## config.mk

```make
export PLATFORM = sky130hd
export DESIGN_NAME = calendar_counter
export DESIGN_NICKNAME = d
export VERILOG_FILES = /design/src/rtl/calendar_counter_pkg.sv /design/src/rtl/calendar_counter_month_length.sv /design/src/rtl/calendar_counter.sv
export SDC_FILE = /design/constraint.sdc
export NUM_CORES = 1
export LEC_CHECK = 0
export CORE_ASPECT_RATIO = 1.25
export CORE_MARGIN = 3
export CORE_UTILIZATION = 30
export CTS_CLUSTER_SIZE = 12
export DETAILED_ROUTE_END_ITERATION = 12
export GPL_TIMING_DRIVEN = 0
export SKIP_LAST_GASP = 1
export SLEW_MARGIN = 20
export SYNTH_ARGS = -nofsm -noshare
export SYNTH_HDL_FRONTEND = slang
export SYNTH_SLANG_ARGS = --single-unit
```

## constraint.sdc

```tcl
create_clock -name clk -period 9.5 [get_ports clk]
set_clock_uncertainty 0.2 [all_clocks]
set_input_delay 1.425 -clock clk [delete_from_list [all_inputs] [get_ports clk]]
set_output_delay 1.425 -clock clk [all_outputs]
set_load 0.03 [all_outputs]
```

## src/rtl/calendar_counter_pkg.sv

```systemverilog
// Shared calendar encodings: month and day-of-week values plus leap-rule selectors.
package calendar_counter_pkg;

  typedef enum logic [3:0] {
    JAN = 4'd1, FEB, MAR, APR, MAY, JUN, JUL, AUG, SEP, OCT, NOV, DEC
  } month_e;

  typedef enum logic [2:0] {
    SUN = 3'd0, MON, TUE, WED, THU, FRI, SAT
  } dow_e;

  localparam int LEAP_SIMPLE = 0;
  localparam int LEAP_GREG   = 1;

endpackage

```

## src/rtl/calendar_counter_month_length.sv

```systemverilog
// Combinational month length and leap flag for a given year/month.
// Out-of-range months decode to 31; callers range-check the month themselves.
module calendar_counter_month_length
  import calendar_counter_pkg::*;
#(
  parameter int YEAR_W    = 12,
  parameter int LEAP_MODE = LEAP_GREG
) (
  input  logic [YEAR_W-1:0] i_year,
  input  logic [3:0]        i_month,
  output logic [4:0]        o_days,
  output logic              o_leap
);

  logic [31:0] w_year32;
  logic        w_div4;
  logic        w_div100;
  logic        w_div400;

  // Divisibility is evaluated on a zero-extended copy; YEAR_W is limited to 31 bits.
  assign w_year32 = 32'(i_year);
  assign w_div4   = (w_year32[1:0] == 2'd0);
  assign w_div100 = ((w_year32 % 32'd100) == 32'd0);
  assign w_div400 = ((w_year32 % 32'd400) == 32'd0);

  assign o_leap = (LEAP_MODE == LEAP_SIMPLE) ? w_div4
                                             : (w_div4 & (~w_div100 | w_div400));

  always_comb begin
    o_days = 5'd31;
    case (i_month)
      4'(FEB):                         o_days = o_leap ? 5'd29 : 5'd28;
      4'(APR), 4'(JUN), 4'(SEP), 4'(NOV): o_days = 5'd30;
      default:                         o_days = 5'd31;
    endcase
  end

endmodule

```

## src/rtl/calendar_counter.sv

```systemverilog
// Registered year/month/day/day-of-week keeper: advances on day_tick, accepts validated loads.
module calendar_counter
  import calendar_counter_pkg::*;
#(
  parameter int YEAR_W    = 12,
  parameter int LEAP_MODE = LEAP_GREG,
  parameter int RST_YEAR  = 2015,
  parameter int RST_MONTH = 1,
  parameter int RST_DAY   = 1,
  parameter int RST_DOW   = 4
) (
  input  logic              clk,
  input  logic              rst_n,
  input  logic              i_day_tick,
  input  logic              i_load,
  input  logic [YEAR_W-1:0] i_ld_year,
  input  logic [3:0]        i_ld_month,
  input  logic [4:0]        i_ld_day,
  input  logic [2:0]        i_ld_dow,
  output logic [YEAR_W-1:0] o_year,
  output logic [3:0]        o_month,
  output logic [4:0]        o_day,
  output logic [2:0]        o_dow,
  output logic [4:0]        o_days_in_month,
  output logic              o_leap,
  output logic              o_month_end,
  output logic              o_year_wrap,
  output logic              o_load_err
);

  logic [YEAR_W-1:0] r_year;
  logic [3:0]        r_month;
  logic [4:0]        r_day;
  logic [2:0]        r_dow;
  logic              r_month_end;
  logic              r_year_wrap;
  logic              r_load_err;

  logic [4:0] w_cur_days;
  logic       w_cur_leap;
  logic [4:0] w_ld_days;
  logic       w_unused_ld_leap;
  logic       w_load_ok;

  calendar_counter_month_length #(.YEAR_W(YEAR_W), .LEAP_MODE(LEAP_MODE)) u_len_cur (
    .i_year  (r_year),
    .i_month (r_month),
    .o_days  (w_cur_days),
    .o_leap  (w_cur_leap)
  );

  calendar_counter_month_length #(.YEAR_W(YEAR_W), .LEAP_MODE(LEAP_MODE)) u_len_ld (
    .i_year  (i_ld_year),
    .i_month (i_ld_month),
    .o_days  (w_ld_days),
    .o_leap  (w_unused_ld_leap)
  );

  // Day-of-week is not cross-checked against the loaded date.
  assign w_load_ok = (i_ld_month >= 4'(JAN)) && (i_ld_month <= 4'(DEC)) &&
                     (i_ld_day != 5'd0) && (i_ld_day <= w_ld_days) &&
                     (i_ld_dow <= 3'(SAT));

  always_ff @(posedge clk or negedge rst_n) begin
    if (!rst_n) begin
      r_year      <= YEAR_W'(RST_YEAR);
      r_month     <= 4'(RST_MONTH);
      r_day       <= 5'(RST_DAY);
      r_dow       <= 3'(RST_DOW);
      r_month_end <= 1'b0;
      r_year_wrap <= 1'b0;
      r_load_err  <= 1'b0;
    end else begin
      r_month_end <= 1'b0;
      r_year_wrap <= 1'b0;
      r_load_err  <= 1'b0;
      if (i_load) begin
        if (w_load_ok) begin
          r_year  <= i_ld_year;
          r_month <= i_ld_month;
          r_day   <= i_ld_day;
          r_dow   <= i_ld_dow;
        end else begin
          r_load_err <= 1'b1;
        end
      end else if (i_day_tick) begin
        r_dow <= (r_dow == 3'(SAT)) ? 3'(SUN) : r_dow + 3'd1;
        if (r_day < w_cur_days) begin
          r_day <= r_day + 5'd1;
        end else begin
          r_day       <= 5'd1;
          r_month_end <= 1'b1;
          if (r_month < 4'(DEC)) begin
            r_month <= r_month + 4'd1;
          end else begin
            r_month     <= 4'(JAN);
            r_year      <= r_year + YEAR_W'(1);
            r_year_wrap <= &r_year;
          end
        end
      end
    end
  end

  assign o_year          = r_year;
  assign o_month         = r_month;
  assign o_day           = r_day;
  assign o_dow           = r_dow;
  assign o_days_in_month = w_cur_days;
  assign o_leap          = w_cur_leap;
  assign o_month_end     = r_month_end;
  assign o_year_wrap     = r_year_wrap;
  assign o_load_err      = r_load_err;

endmodule
```

* Word level (Yosys, flattened, before mapping)
Cells that the tools add are included.
** Cells by class
- Add/subtract/negate cells :: 4
- Divide/modulo/power cells :: 4
- Order comparisons :: 6
- Equality and inequality tests :: 14
- Mux-type cells :: 31
- Bitwise operators :: 6
- Reductions and logical operators :: 18
** Operators with widths (count)
- 32-bit logical NOT :: 4
- 12-bit by 7-bit remainder unit with 32-bit output, second input constant :: 2
- 12-bit by 9-bit remainder unit with 32-bit output, second input constant :: 2
- 12-bit two-way mux :: 5
- 4-bit two-way mux :: 5
- 5-bit two-way mux :: 4
- 5-bit case mux with 2 select lines :: 2
- 4-bit by 3-bit == test with 1-bit output, second input constant :: 4
- 4-bit == test, second input constant :: 4
- 12-bit by 1-bit adder with 12-bit output, second input constant :: 1
- 3-bit two-way mux :: 4
- 12-bit AND reduction :: 1
- 1-bit two-way mux :: 11
- 4-bit by 2-bit == test with 1-bit output, second input constant :: 2
- 4-bit OR reduction :: 2
- 5-bit by 1-bit adder with 5-bit output, second input constant :: 1
- 5-bit <= comparator :: 1
- 5-bit less-than comparator :: 1
- 5-bit nonzero test :: 1
- 4-bit by 1-bit adder with 4-bit output, second input constant :: 1
- 4-bit by 1-bit >= comparator with 1-bit output, second input constant :: 1
- 4-bit <= comparator, second input constant :: 1
- 1-bit logical AND :: 4
- 2-bit logical NOT :: 2
- other kinds (13) :: 17
** Storage, ports and cells
- Flip-flop bits (word level) :: 27
- Input port bits :: 28

* Longest topological paths before layout
Gate-level depths: netlist of run 1.
- Depth in word-level cells :: 12
- Depth in mapped cells :: 34
- Gate-level depth less buffers :: 30

* Modules after synthesis
From an unflattened synthesis of run 1, not the netlist that was laid out.
** Second synthesis, totals
- Cells, all modules :: 641
- Area, all modules :: 4968.5 sq um
** Modules (own cells, without submodules)
- calendar_counter_month_length :: times used 2, cells an instance 205, area each 1517.7 sq um
- calendar_counter :: times used 1, cells an instance 231, area each 1933.1 sq um

* Worst setup path before layout of run 1
Ideal clock, no wire load.
- Path kind :: in2reg
- Start :: input port i_ld_year[8]
- End :: register r_year[9] (netlist: o_year[9])
- Setup time :: 111 ps
- Arrival :: 8239 ps
- Required time :: 9189 ps
- Path slack :: 950 ps
- Cell stages on the path :: 32
- Buffers on the path :: 4
- Cell sequence :: buf_2 or3_1 buf_2 and2_1 ha_1 nor2b_1 a31o_2 a211oi_2 mux2i_1 nand2_1 mux2_2 a211o_1 buf_2 nor2b_1 xnor2_1 nand3b_1 a21oi_1 maj3_1 xnor2_1 mux2i_1 a21oi_1 ha_1 nor2b_1 o2111ai_1 a21oi_1 nor4_1 or2_2 clkbuf_1 nand4_1 nor4_1 nand3_1 o311ai_0
** Between the ends
- Word-level cells in the longest chain between the ends :: 12
- Elaborated cells between the ends (all ways) :: 14
** RTL lines
- start: declaration :: RTL line calendar_counter.sv:16 : input logic [YEAR_W-1:0] i_ld_year,
- 12-bit by 7-bit remainder unit with 32-bit output :: RTL line calendar_counter_month_length.sv:23 : assign w_div100 = ((w_year32 % 32'd100) == 32'd0);
- 32-bit logical NOT :: RTL line calendar_counter_month_length.sv:23
- 1-bit NOT :: RTL line calendar_counter_month_length.sv:27 : : (w_div4 & (~w_div100 | w_div400));
- 1-bit OR * :: RTL line calendar_counter_month_length.sv:27
- 1-bit AND * :: RTL line calendar_counter_month_length.sv:27
- 1-bit two-way mux * :: RTL line calendar_counter_month_length.sv:32 : 4'(FEB): o_days = o_leap ? 5'd29 : 5'd28;
- 5-bit case mux with 2 select lines * :: RTL line calendar_counter_month_length.sv:31 : case (i_month)
- 5-bit <= comparator * :: RTL line calendar_counter.sv:61 : (i_ld_day != 5'd0) && (i_ld_day <= w_ld_days) &&
- 1-bit logical AND * (2 in a row) :: RTL line calendar_counter.sv:61
- 2-bit by 1-bit != test with 1-bit output (no source line) *
- 4-bit AND reduction (no source line) *
- end signal: assignment :: RTL line calendar_counter.sv:66 : r_year <= YEAR_W'(RST_YEAR);
- end signal: assignment :: RTL line calendar_counter.sv:79 : r_year <= i_ld_year;
- end signal: assignment :: RTL line calendar_counter.sv:97 : r_year <= r_year + YEAR_W'(1);
- end: declaration :: RTL line calendar_counter.sv:31 : logic [YEAR_W-1:0] r_year;
Mark *: on every way between the ends. The rest lies on a longest branch, timed or not.
A chain may end at the register's enable or synchronous reset.

* Final worst setup path of run 1
- Start :: input port i_ld_year[8]
- End :: register r_year[8] (netlist: o_year[8])
** Between the ends
- Word-level cells in the longest chain between the ends :: 12
- Elaborated cells between the ends (all ways) :: 16
** RTL lines (RTL line)
- 12-bit by 7-bit remainder unit with 32-bit output :: calendar_counter_month_length.sv:23
- 32-bit logical NOT :: calendar_counter_month_length.sv:23
- 1-bit NOT :: calendar_counter_month_length.sv:27
- 1-bit OR :: calendar_counter_month_length.sv:27
- 1-bit AND :: calendar_counter_month_length.sv:27
- 1-bit two-way mux :: calendar_counter_month_length.sv:32
- 5-bit case mux with 2 select lines :: calendar_counter_month_length.sv:31
- 5-bit <= comparator :: calendar_counter.sv:61
- 1-bit logical AND (2 in a row) :: calendar_counter.sv:61
- 2-bit by 1-bit != test with 1-bit output (no source line)
- 4-bit AND reduction (no source line)
Parallel ways exist; a longest one is shown, timed or not. The select of a mux whose other input is x is not followed.

==> results of run 1 <==
==> worst max path at each step <==
stage                             from   endpoint  cells past startpoint
after floorplan           i_ld_year[8]  o_year[9]                     32
after global placement    i_ld_year[8]  o_year[9]                     33
after global routing      i_ld_year[8]  o_year[8]                     33
after detailed placement  i_ld_year[8]  o_year[9]                     33
after CTS                 i_ld_year[8]  o_year[9]                     33
final                     i_ld_year[8]  o_year[8]                     33
==> through the flow <==
step / power [mW] / hold slack [ns]
finish: 1.03 / 0.332
global route: 1.11 / 0.359
CTS: 1.02 / 0.333
detailed placement: 0.915 / 0.324
global placement: 0.903 / 0.311
floorplan: 0.722 / 0.362
==> repair_timing <==
| item | in CTS | in global routing |
|---|---|---|
| gates resized for setup | 4 | 8 |
| pin swaps | 1 | 0 |
| setup endpoints to repair | 6 | 13 |
| buffers inserted | 1 | 0 |
==> kinds of logic (layout without fill, tap and decap cells) <==
group	Yosys count	after routing	share of synthesized area, %
XOR/XNOR	11	11	2.23
adder cells (fa/ha/maj)	18	18	4.87
multiplexers	15	15	3.54
AND/OR/NAND/NOR	237	237	29.0
AO/OA/AOI/OAI	210	210	37.7
buffers and inverters	61	121	6.49
flip-flops	27	27	16.0
other	1	3	0.0869
==> cell type report <==
type,count,area (sq um)
fill,1450,8690
multi-input combinational,494,3410
buffer,42,209
clock buffer,3,75.1
clock inverter,1,7.51
tap,175,219
sequential,27,692
inverter,18,67.6
timing repair buffer,57,563
==> cell usage after synthesis, types with 5 or more instances <==
cell,number,area share [%]
a21oi_1,38,4.4
nor3_1,19,2.2
o211ai_1,9,1.6
nor2_1,44,3.8
buf_2,14,1.6
or2_2,5,0.72
nor4_1,12,1.7
o22ai_1,6,0.87
and3_1,9,1.3
nand3b_1,5,0.87
clkbuf_1,20,1.7
nand2_1,54,4.7
a21o_1,6,1.0
nor2b_1,9,1.3
inv_1,15,1.3
dfrtp_1,14,8.1
o21ai_0,37,4.3
a211oi_1,9,1.6
nand3_1,31,3.6
a31oi_1,11,1.6
xnor2_1,11,2.2
and2_1,7,1.0
or3_1,8,1.2
mux2i_1,13,3.0
maj3_1,6,1.4
nand4_1,10,1.4
dfstp_2,13,7.9
ha_1,12,3.5
buf_4,5,0.87
==> metal layers <==
layer / track usage (%) / vias up / wire length [microns]
met2: 31.3 / 125 / 7300
li1: - / 2386 / -
met3: 1.30 / 27 / 488
met4: 5.44 / 0 / 320
met1: 20.8 / 2336 / 5940
met5: 0 / - / 0
==> worst reg2reg max path: stages (launching register included) <==
cell and delay (ns):
dfstp_2 0.53, buf_4 0.15, clkbuf_1 0.38, nor2b_1 0.20
ha_1 0.31, o32a_2 0.45, buf_6 0.16, o32ai_1 0.31
o221a_2 0.34, o41ai_2 0.11, a2111oi_4 0.42, nor2_1 0.15
mux2i_1 0.23, a311o_1 0.35, a211oi_1 0.30, a211oi_1 0.12
o211ai_2 0.22, nand2_2 0.16, and2_4 0.21, a221o_1 0.31
==> power groups by stage <==
stage	clock, mW	combinational (mW)	sequential, mW
after floorplan	0	0.502	0.220
after global placement	0	0.721	0.182
after detailed placement	0	0.733	0.182
after CTS	0.104	0.738	0.180
after global routing	0.106	0.815	0.186
final	0.103	0.746	0.181
==> registers in the layout (all words and copies together), names as in the netlist <==
register and count:
o_day 5, o_dow 3, o_load_err 1, o_month 4
o_month_end 1, o_year 12, o_year_wrap 1
==> results.json, run 1 <==
{
  "status": "finished clean",
  "arrival_ns": 8.95,
  "final_common_cell": "clkdlybuf4s50_1",
  "setup.worst_path.end_class": "flip-flop",
  "switching_share_pct": 51.6,
  "die_h_microns": 140,
  "synthCells": 580,
  "crit_type": "input port to flip-flop",
  "track_usage_pct": 17.0,
  "core_sq_mm": 0.0139,
  "cp_max_fo": 10,
  "route.vias.total": 4874,
  "insertion_delay_ns": 0.28,
  "r2r-end": "o_month[2]",
  "critPathRequiredTime_ns": 9.43,
  "power_frac_seq_pct": 17.6,
  "wl_mm": 14.1,
  "power.switching_mw": 0.532,
  "internal-power_mw": 0.498,
  "pre_cts_ws_ns": -1.00,
  "tightest_slew_ns": 0.877,
  "ant_nets": 0,
  "portBuffers": 56,
  "setup_viol": 0,
  "drive_above_1_share_pct": 13.9,
  "hold_path_startpoint": "o_day[0]",
  "ir_drop_uv": 78.9,
  "seq_area_frac_synth_pct": 16.0,
  "synth_area_sq_mm": 0.00432,
  "viasPerCell": 5.97,
  "clk_pin_slew_ns": 0.08,
  "pin_count": 61,
  "hold_end": "o_day[0]",
  "place_inst": 813,
  "clockPowerShare_pct": 10.0,
  "fin_crit_ns": 9.02,
  "initial_core_util_pct": 31.0,
  "die_x_microns": 113,
  "pwr_density_cell_mw_per_mm2": 196,
  "setup_tns_ns": 0,
  "cts_root_buf": "clkbuf_16",
  "ctsHoldBuffers": 0,
  "slew_headroom_pct": 40.8,
  "max_cap_violations": 0,
  "hold_violations": 0,
  "post-route-period-util_pct": 95.0,
  "cts_tree": "yes",
  "ys.flop_type": "dfrtp_1",
  "path_buf_inv": 5,
  "overflow": 0,
  "ys_seq_elements": 27,
  "h-tree-depth": 1,
  "synth_area_per_cell_sq_um": 7.44,
  "r2r_cells": 19,
  "placed_area_sq_mm": 0.00510,
  "most-common-layout-cells": "clkdlybuf4s50_1, nand2_1, nor2_1",
  "core.rowCount": 48,
  "p_leak_nw": 1.91,
  "final_area_sq_mm": 0.00525,
  "synthArstFlopShare_pct": 100,
  "slew_violations": 0,
  "fin_ws_ns": 0.479,
  "antenna_found_initial": 0,
  "grt_max_degree": 28,
  "combPwrFrac_pct": 72.4,
  "hold_path.class": "flip-flop to flip-flop",
  "synth_edf_count": 0,
  "r2r_slack_ns": 3.79,
  "drt_iter0_markers": 354,
  "crit_family": "simple AND/OR/NAND/NOR gates",
  "areaGrowthSynthToFinish_pct": 21.5,
  "nets": 683,
  "n_antenna_cell": 0,
  "slowest_stage": "o311ai_0",
  "cts_made_buffers": 3,
  "grt_pass1_vias": 4702,
  "wl_per_cell_microns": 17.2,
  "whs_path_depth": 2,
  "gp_congestion": 0.894,
  "dpl.hpwl_mm": 10.8,
  "clockBufferDepth": 2,
  "yosysUniqueCellTypes": 95,
  "fin_util_pct": 37.6,
  "die_area_sq_mm": 0.0159,
  "cts.sinks": 27,
  "clock.fmax_ghz": 0.111,
  "r2r-start": "o_year[10]",
  "cpPeakStageDelay_ns": 0.46,
  "dr.pass1.iters": 5,
  "start_kind": "input port",
  "grt_first_pass_wirelength_mm": 23.1,
  "yosysWarnings": 0,
  "final_cells": 817,
  "post-route-drc-count": 0
}
Note: power is estimated with default switching activity, not from simulation.
==> run 2: changes to the inputs <==
clock period = 10.4 ns   (was 9.5 ns; I/O delays follow)
==> run 2 against run 1 <==
Against the previous run: sequential share of layout area increased by 0.060 points; sequential power decreased by 8%; setup slack improved by 0.30 ns; clock power decreased by 9%; design area decreased by 0.45%; largest cell class unchanged; largest power group unchanged; highest routed layer unchanged.
==> results.json, run 2 (same netlist as run 1, synthesis figures left out) <==
{
  "areaGrowthSynthToFinish_pct": 21.0,
  "startpoint": "i_ld_year[8]",
  "dpl.hpwl_mm": 10.8,
  "overflow": 0,
  "ir_drop_uv": 71.9,
  "pin_count": 61,
  "slew_headroom_pct": 37.7,
  "route.vias.total": 4912,
  "core_sq_mm": 0.0139,
  "cts_made_buffers": 3,
  "slowest_stage": "nor4_2",
  "drive_above_1_share_pct": 13.4,
  "arrival_ns": 9.56,
  "cpPeakStageDelay_ns": 0.49,
  "crit_family": "simple AND/OR/NAND/NOR gates",
  "n_antenna_cell": 0,
  "p_leak_nw": 1.91,
  "clockBufferDepth": 2,
  "setup_viol": 0,
  "cts_root_buf": "clkbuf_16",
  "hold_path.class": "flip-flop to flip-flop",
  "cts.sinks": 27,
  "portBuffers": 56,
  "initial_core_util_pct": 31.0,
  "final_common_cell": "clkdlybuf4s50_1",
  "post-route-period-util_pct": 92.5,
  "rsz0062_at_grt": "false",
  "ant_nets": 0,
  "whs_path_depth": 2,
  "grt_first_pass_wirelength_mm": 23.0,
  "r2r_cells": 19,
  "post-route-drc-count": 0,
  "r2r-start": "o_year[10]",
  "cts_tree": "yes",
  "start_kind": "input port",
  "antenna_found_initial": 0,
  "die_area_sq_mm": 0.0159,
  "drt_iter0_markers": 399,
  "crit_type": "input port to flip-flop",
  "track_usage_pct": 16.9,
  "die_h_microns": 140,
  "nets": 685,
  "core.rowCount": 48,
  "fin_crit_ns": 9.62,
  "r2r-end": "o_day[3]",
  "hold_end": "o_day[0]",
  "h-tree-depth": 1,
  "clk_pin_slew_ns": 0.08,
  "cp_max_fo": 10,
  "max_cap_violations": 0,
  "hold_violations": 0,
  "path_buf_inv": 6,
  "r2r_slack_ns": 4.69,
  "insertion_delay_ns": 0.27,
  "wl_per_cell_microns": 17.0,
  "tightest_slew_ns": 0.927,
  "slew_violations": 0,
  "setup.worst_path.end_class": "flip-flop",
  "ctsHoldBuffers": 0,
  "hold_path_startpoint": "o_day[0]",
  "place_inst": 813,
  "grt_max_degree": 28,
  "most-common-layout-cells": "clkdlybuf4s50_1, nand2_1, nor2_1",
  "die_x_microns": 113,
  "pwr_density_cell_mw_per_mm2": 179,
  "grt_pass1_vias": 4697,
  "pre_cts_ws_ns": -0.236,
  "status": "finished clean",
  "fin_ws_ns": 0.783,
  "gp_congestion": 0.894,
  "dr.pass1.iters": 5,
  "final_cells": 819,
  "largest_reg_flops": 12,
  "fill_cells": 1454,
  "clock.fmax_ghz": 0.104,
  "critPathRequiredTime_ns": 10.34,
  "viasPerCell": 6.00,
  "wl_mm": 14.0
}
## run 2: worst max path at each step
| stage | depth (start not counted) | end |
|---|---|---|
| floorplan | 32 | o_year[9] |
| global placement | 33 | o_year[9] |
| detailed placement | 33 | o_year[9] |
| CTS | 33 | o_year[9] |
| global route | 33 | o_year[9] |
| finish | 34 | o_year[9] |
## run 2: area by class of cell
class	count	area, sq um	share of cell area (%)
multi-input cells	494	3380	64.7
flip-flops and latches	27	692	13.3
repair buffers	58	571	10.9
well taps	175	219	4.19
plain buffers	43	213	4.07
clock buffers	3	75.1	1.44
inverters	18	67.6	1.29
clock inverters	1	7.51	0.144
## run 2: worst min-delay path, stage by stage (launching register included)
cell and delay (ns):
dfstp_2 0.40, nand2_1 0.05, o21ai_0 0.07
## run 2: layer usage
metal	up-vias	GRT usage, %	wire length, microns
met1	2344	20.6	5800
met3	27	1.30	604
met4	0	5.57	299
met5	-	0	0
li1	2379	-	-
met2	162	31.2	7250
## run 2: stage by stage
stage	area (sq um)	utilization (%)	TNS, ns	hold slack [ns]	power (mW)
after floorplan	4320	-	0	0.362	0.659
after global placement	5100	36.6	-0.179	0.311	0.825
after detailed placement	5100	36.6	-0.361	0.324	0.836
after CTS	5180	37.2	0	0.333	0.932
after global routing	5220	37.5	0	0.359	1.01
final	5220	37.5	0	0.333	0.937
## run 2: power breakdown
group | switching [mW] | total (mW) | internal, mW | leakage (nW)
Sequential | 0.0326 | 0.166 | 0.133 | 0.307
Clock | 0.0408 | 0.0933 | 0.0525 | 0.0371
Combinational | 0.410 | 0.678 | 0.268 | 1.57
Total | 0.483 | 0.937 | 0.454 | 1.91
## run 2: repair_timing
item	in CTS	in global routing
setup endpoints to repair	0	6
resized for setup	0	4
hold endpoints to repair	0	0
setup buffers	0	2
